$ cat src/rtl/seven_seg_mux_if.sv
// Display-side bundle for seven_seg_mux: data/flags/load toward the driver, pins back out.
interface seven_seg_mux_if #(
  parameter int DIGITS = 4
);
  logic [4*DIGITS-1:0] hex_in;
  logic [DIGITS-1:0]   dp_in;
  logic [DIGITS-1:0]   blank_in;
  logic                load;
  logic [7:0]          segments_n;
  logic [DIGITS-1:0]   digit_n;
  logic                frame_start;

  modport master (
    output hex_in, dp_in, blank_in, load,
    input  segments_n, digit_n, frame_start
  );

  modport slave (
    input  hex_in, dp_in, blank_in, load,
    output segments_n, digit_n, frame_start
  );
endinterface

$ cat src/rtl/seven_seg_mux.sv
// Time-multiplexed common-anode seven-segment driver with frame-synchronous update.
// Define SEVEN_SEG_LZB_EN to enable leading-zero blanking.
module seven_seg_mux #(
  parameter int DIGITS   = 4,
  parameter int SCAN_DIV = 50000
) (
  input  logic           clk,
  input  logic           reset,
  seven_seg_mux_if.slave bus
);

  localparam int CW = (SCAN_DIV > 1) ? $clog2(SCAN_DIV) : 1;
  localparam int IW = (DIGITS > 1) ? $clog2(DIGITS) : 1;

  // PRIME keeps frame_start quiet until the first complete frame has elapsed.
  typedef enum logic {PRIME, RUN} phase_t;

  phase_t              phase;
  logic [CW-1:0]       cnt;
  logic [IW-1:0]       idx;
  logic                cnt_last;
  logic                idx_last;

  logic [4*DIGITS-1:0] sh_hex;
  logic [DIGITS-1:0]   sh_dp;
  logic [DIGITS-1:0]   sh_blank;
  logic [4*DIGITS-1:0] act_hex;
  logic [DIGITS-1:0]   act_dp;
  logic [DIGITS-1:0]   act_blank;

  logic [DIGITS-1:0]   blank_eff;
  logic [DIGITS-1:0]   sel;
  logic [3:0]          hex_cur;
  logic                dp_cur;
  logic                blank_cur;

  logic [7:0]          seg_q;
  logic [DIGITS-1:0]   dig_q;
  logic                fs_q;

  function automatic logic [6:0] seg7(input logic [3:0] h);
    logic [6:0] s;
    case (h)
      4'h0: s = 7'h3F;
      4'h1: s = 7'h06;
      4'h2: s = 7'h5B;
      4'h3: s = 7'h4F;
      4'h4: s = 7'h66;
      4'h5: s = 7'h6D;
      4'h6: s = 7'h7D;
      4'h7: s = 7'h07;
      4'h8: s = 7'h7F;
      4'h9: s = 7'h6F;
      4'hA: s = 7'h77;
      4'hB: s = 7'h7C;
      4'hC: s = 7'h39;
      4'hD: s = 7'h5E;
      4'hE: s = 7'h79;
      default: s = 7'h71;
    endcase
    return s;
  endfunction

  assign cnt_last = (cnt == CW'(SCAN_DIV - 1));
  assign idx_last = (idx == IW'(DIGITS - 1));

`ifdef SEVEN_SEG_LZB_EN
  logic [DIGITS-1:0] lzb;
  logic              lead;

  // Walk down from the most significant digit; digit 0 is never suppressed.
  always_comb begin
    lzb  = '0;
    lead = 1'b1;
    for (int unsigned i = DIGITS - 1; i >= 1; i--) begin
      if (lead && (act_hex[4*i +: 4] == 4'h0) && !act_dp[i]) begin
        lzb[i] = 1'b1;
      end else begin
        lead = 1'b0;
      end
    end
  end

  assign blank_eff = act_blank | lzb;
`else
  assign blank_eff = act_blank;
`endif

  always_comb begin
    sel       = '0;
    hex_cur   = 4'h0;
    dp_cur    = 1'b0;
    blank_cur = 1'b1;
    for (int unsigned i = 0; i < DIGITS; i++) begin
      sel[i] = (idx == IW'(i));
      if (sel[i]) begin
        hex_cur   = act_hex[4*i +: 4];
        dp_cur    = act_dp[i];
        blank_cur = blank_eff[i];
      end
    end
  end

  always_ff @(posedge clk or posedge reset) begin
    if (reset) begin
      phase     <= PRIME;
      cnt       <= '0;
      idx       <= '0;
      sh_hex    <= '0;
      sh_dp     <= '0;
      sh_blank  <= '1;
      act_hex   <= '0;
      act_dp    <= '0;
      act_blank <= '1;
      seg_q     <= '1;
      dig_q     <= '1;
      fs_q      <= 1'b0;
    end else begin
      if (bus.load) begin
        sh_hex   <= bus.hex_in;
        sh_dp    <= bus.dp_in;
        sh_blank <= bus.blank_in;
      end

      // On the frame edge active samples the pre-edge shadow, so a coincident load waits a frame.
      if (cnt_last) begin
        cnt <= '0;
        if (idx_last) begin
          idx       <= '0;
          act_hex   <= sh_hex;
          act_dp    <= sh_dp;
          act_blank <= sh_blank;
          phase     <= RUN;
        end else begin
          idx <= idx + IW'(1);
        end
      end else begin
        cnt <= cnt + CW'(1);
      end

      // Segments carry the digit's data during the guard so new data reaches the pins early;
      // only the anode enable is withheld.
      dig_q <= ((cnt == '0) || blank_cur) ? '1 : ~sel;
      seg_q <= blank_cur ? 8'hFF : ~{dp_cur, seg7(hex_cur)};
      fs_q  <= (phase == RUN) && (cnt == '0) && (idx == '0);
    end
  end

  assign bus.segments_n  = seg_q;
  assign bus.digit_n     = dig_q;
  assign bus.frame_start = fs_q;

endmodule

$ cat src/flat_wrapper.sv
// flat-port wrapper written by rule: the top's interface ports become plain ports
module seven_seg_mux_flat 
#(
  parameter int DIGITS   = 4,
  parameter int SCAN_DIV = 50000
)
  (clk, reset, bus_hex_in, bus_dp_in, bus_blank_in, bus_load, bus_segments_n, bus_digit_n, bus_frame_start);
  seven_seg_mux_if #(.DIGITS(DIGITS)) bus_i ();
  input  logic clk;
  input  logic reset;
  input wire logic [$bits(bus_i.hex_in)-1:0] bus_hex_in;
  input wire logic [$bits(bus_i.dp_in)-1:0] bus_dp_in;
  input wire logic [$bits(bus_i.blank_in)-1:0] bus_blank_in;
  input wire logic [$bits(bus_i.load)-1:0] bus_load;
  output wire logic [$bits(bus_i.segments_n)-1:0] bus_segments_n;
  output wire logic [$bits(bus_i.digit_n)-1:0] bus_digit_n;
  output wire logic [$bits(bus_i.frame_start)-1:0] bus_frame_start;
  assign bus_i.hex_in = bus_hex_in;
  assign bus_i.dp_in = bus_dp_in;
  assign bus_i.blank_in = bus_blank_in;
  assign bus_i.load = bus_load;
  assign bus_segments_n = bus_i.segments_n;
  assign bus_digit_n = bus_i.digit_n;
  assign bus_frame_start = bus_i.frame_start;
  seven_seg_mux #(.DIGITS(DIGITS), .SCAN_DIV(SCAN_DIV)) u_core (.clk(clk), .reset(reset), .bus(bus_i));
endmodule
$ cat config.mk
export PLATFORM = sky130hd
export DESIGN_NAME = seven_seg_mux_flat
export DESIGN_NICKNAME = d
export VERILOG_FILES = /design/src/rtl/seven_seg_mux_if.sv /design/src/rtl/seven_seg_mux.sv /design/src/flat_wrapper.sv
export SDC_FILE = /design/constraint.sdc
export NUM_CORES = 1
export LEC_CHECK = 0
export ABC_CLOCK_PERIOD_IN_PS = 3500
export BUFFER_PORTS_ARGS = -buffer_cell sky130_fd_sc_hd__buf_4
export CORE_MARGIN = 1.5
export CORE_UTILIZATION = 55
export DETAILED_ROUTE_END_ITERATION = 8
export HOLD_SLACK_MARGIN = 0.1
export PLACE_DENSITY = 0.83
export SYNTH_ARGS = -nofsm -noshare
export SYNTH_HDL_FRONTEND = slang
export SYNTH_SLANG_ARGS = --single-unit
$ cat constraint.sdc
create_clock -name clk -period 3.5 [get_ports clk]
set_clock_uncertainty 0.2 [all_clocks]
set_input_delay 0.7 -clock clk [delete_from_list [all_inputs] [get_ports clk]]
set_output_delay 0.7 -clock clk [all_outputs]
set_load 0.02 [all_outputs]
==> flow_metrics.env <==
export IMPL_rsz0062_at_grt="false"
export IMPL_vias=2260
export IMPL_regToRegSetupSlack_ns=0.82
export IMPL_cp_required_ns=3.58
export IMPL_syn_inst=282
export IMPL_grt_pass1_vias=2263
export IMPL_holdWs_ns=0.288
export IMPL_synth_fa_ha_area_frac=0.0411
export IMPL_ctsHoldBuffers=0
export IMPL_synth_area_top_cells="dfrtp_1, dfstp_2, mux2_2"
export IMPL_worstReg2RegStart="u_core.idx[0]$_DFFE_PP0N_"
export IMPL_viasPerCell=5.54
export IMPL_synth_edf_count=0
export IMPL_rows=29
export IMPL_die_area_um2=7140
export IMPL_place_hpwl_mm=4.45
export IMPL_finalWirelength_mm=6.28
export IMPL_synthMuxAreaShare=0.170
export IMPL_synthTopCellsByCount="dfrtp_1, mux2_2, nand2_1"
export IMPL_worstSetupPathType="reg2reg"
export IMPL_cts_setup_buffers=0
export IMPL_slew_headroom=0.366
export IMPL_cts_buffer_depth=2
export IMPL_drt_iter0_markers=112
export IMPL_drc=0
export IMPL_synth_top_family_by_area="multiplexers"
export IMPL_cp_max_fo=13
export IMPL_grtUsageTotal=0.194
export IMPL_syn_area_per_cell_um2=12.9
export IMPL_h_tree_depth=3
export IMPL_reg2regPathDepth=9
export IMPL_synth_warnings=0
export IMPL_total_leakage_power_nw=2.02
export IMPL_p_per_area_nw_per_um2=394
export IMPL_slew_violations=0
export IMPL_syn_cell_area_um2=3650
export IMPL_report_power_total_mw=1.65
export IMPL_antenna_found_initial=0
export IMPL_synth_top_cell_area_share=0.411
export IMPL_die_w_um=84.5
export IMPL_synth_compound_area_frac=0.0531
export IMPL_hold_depth=1
export IMPL_num_antenna_cells=0
export IMPL_drive_gt1_frac=0.396
export IMPL_postCtsResizedCells=0
export IMPL_min_to="u_core.phase$_DFFE_PP0P_"
export IMPL_clk_pin_slew_ns=0.09
export IMPL_fmax_mhz=374
export IMPL_first_pass_iters=5
export IMPL_slowest_delay_ns=0.44
export IMPL_cp_data_arrival_time_ns=2.75
export IMPL_status="complete, no violations"
export IMPL_synthSimpleGateAreaFrac=0.118
export IMPL_cts_tree="yes"
export IMPL_synth_nets=321
export IMPL_pin_count=40
export IMPL_place_area_um2=4020
export IMPL_crit_path_top_delay_cell="ha_1"
export IMPL_final_cell_area_um2=4200
export IMPL_crit_path_end_kind="register"
export IMPL_synthArstFlopShare=1.00
export IMPL_die_h_um=84.5
export IMPL_area_growth_pct=14.9
export IMPL_gp_congestion=0.884
export IMPL_clock_sinks=80
export IMPL_cts_buffers=9
export IMPL_finalCriticalPeriod_ns=2.68
export IMPL_holdCritPathClass="reg2reg"
export IMPL_synth_seq_cells=80
export IMPL_synth_main_ff_cell="dfrtp_1"
export IMPL_finalHoldViolCount=0
export IMPL_grt_pass1_wl_mm=10.8
export IMPL_r2r_end="u_core.bus.segments_n[3]$_DFF_PP1_"
export IMPL_core_um2=6390
export IMPL_synthDistinctLibCells=42
export IMPL_peakVddDrop_mv=0.305
export IMPL_yosysMostFrequentCell="dfrtp_1"
export IMPL_start_util=0.572
export IMPL_root_buffer="clkbuf_8"
export IMPL_worst_pin_slew_ns=0.951
export IMPL_wl_per_cell_um=15.4
export IMPL_ys_seq_area_frac=0.555
export IMPL_io_buffers=39
export IMPL_synth_largest_area_cell="dfrtp_1"
export IMPL_worstHoldStart="u_core.phase$_DFFE_PP0P_"
export IMPL_insertion_delay_ns=0.35
export IMPL_fin_crit_sh=0.765
export IMPL_setup_tns_ns=0
export IMPL_drv_cap=0
export IMPL_critPathLaunchType="register"
export IMPL_ant_nets=0
export IMPL_nets=365
export IMPL_synth_xor_area_share=0.0360
export IMPL_gr_total_overflow=0
export IMPL_grt_max_degree=81
export IMPL_setup_viol=0
export IMPL_crit_path_cell_trace="ha_1, nand2b_1, o22ai_1, a31oi_1, inv_1, ha_1, o21ai_0, a21oi_1, o21ai_0"
[power by group]
part,leakage [nW],internal [mW],switching [mW]
combinational,0.951,0.0441,0.0317
clock,0.0820,0.263,0.345
sequential,0.987,0.956,0.0153
[critical path: cells and delay by family (launching register included)]
family	cells	cell delay, ns
AO/OA/AOI/OAI	5	0.85
adder cells (fa/ha/maj)	2	0.77
buffers and inverters	1	0.18
flip-flops	1	0.38
AND/OR/NAND/NOR	1	0.21
[final cells by class]
| type | count | area, um2 |
|---|---|---|
| fillers | 470 | 2190 |
| flip-flops and latches | 80 | 2030 |
| clock inverters | 7 | 57.6 |
| inverters | 11 | 41.3 |
| clock buffers | 9 | 124 |
| multi-input cells | 181 | 1530 |
| repair buffers | 43 | 323 |
| well taps | 77 | 96.3 |
[how the worst max path moves through the flow]
stage / start / end / slack (ns) / cells after the start
final: u_core.idx[0]$_DFFE_PP0N_ / u_core.bus.segments_n[3]$_DFF_PP1_ / 0.82 / 9
after global routing: u_core.idx[0]$_DFFE_PP0N_ / u_core.bus.segments_n[3]$_DFF_PP1_ / 0.51 / 9
after CTS: u_core.idx[0]$_DFFE_PP0N_ / u_core.bus.segments_n[3]$_DFF_PP1_ / 0.83 / 9
after detailed placement: u_core.idx[0]$_DFFE_PP0N_ / u_core.bus.segments_n[3]$_DFF_PP1_ / 0.85 / 9
after global placement: u_core.idx[0]$_DFFE_PP0N_ / u_core.bus.segments_n[1]$_DFF_PP1_ / 1.02 / 9
after floorplan: reset / u_core.act_dp[0]$_DFFE_PP0P_ / 0.58 / 1
[flip-flops by register name, indices dropped and copies added, names as in the netlist]
| signal | count |
|---|---|
| u_core.act_blank | 4 |
| u_core.bus.segments_n | 8 |
| u_core.sh_hex | 16 |
| u_core.act_dp | 4 |
| u_core.sh_blank | 4 |
| u_core.sh_dp | 4 |
| u_core.bus.frame_start | 1 |
| u_core.bus.digit_n | 4 |
| u_core.cnt | 16 |
| u_core.act_hex | 16 |
| u_core.idx | 2 |
| u_core.phase | 1 |
[through the flow]
step           std cells  worst slack (ns)  utilization
3_5_place_dp         392             0.851        0.629
5_1_grt              408             0.515        0.657
3_3_place_gp         392              1.02        0.629
2_1_floorplan        282             0.581            -
4_1_cts              408             0.832        0.657
6_report             408             0.823        0.657
[kinds of logic after synthesis]
kind of cell,count (synthesis)
xor gates and xnor gates,15
and+or+nand+nor,77
adders and majority gates,12
muxes,49
AOI/OAI and AO/OA,28
buffers and inverters,21
DFF,80
[routing by layer]
layer  vias up  wire (um)  track usage
met4         0        125       0.0982
met2        52       2870        0.295
met5         -          0            0
met3        12        252       0.0433
met1      1111       3030        0.264
li1       1085          -            -
[cells in the final DEF, fill, tap and decap left out, types with 7 or more instances in the layout]
| master | Yosys | final |
|---|---|---|
| buf_4 | 0 | 43 |
| clkbuf_8 | 0 | 9 |
| dfrtp_1 | 60 | 60 |
| dfstp_2 | 20 | 20 |
| ha_1 | 12 | 12 |
| inv_1 | 11 | 10 |
| mux2_2 | 29 | 29 |
| mux2_4 | 19 | 19 |
| nand2_1 | 21 | 21 |
| nor2_1 | 15 | 15 |
| xnor2_1 | 8 | 8 |
| xor2_1 | 7 | 7 |
(Power assumes the default switching activity.)
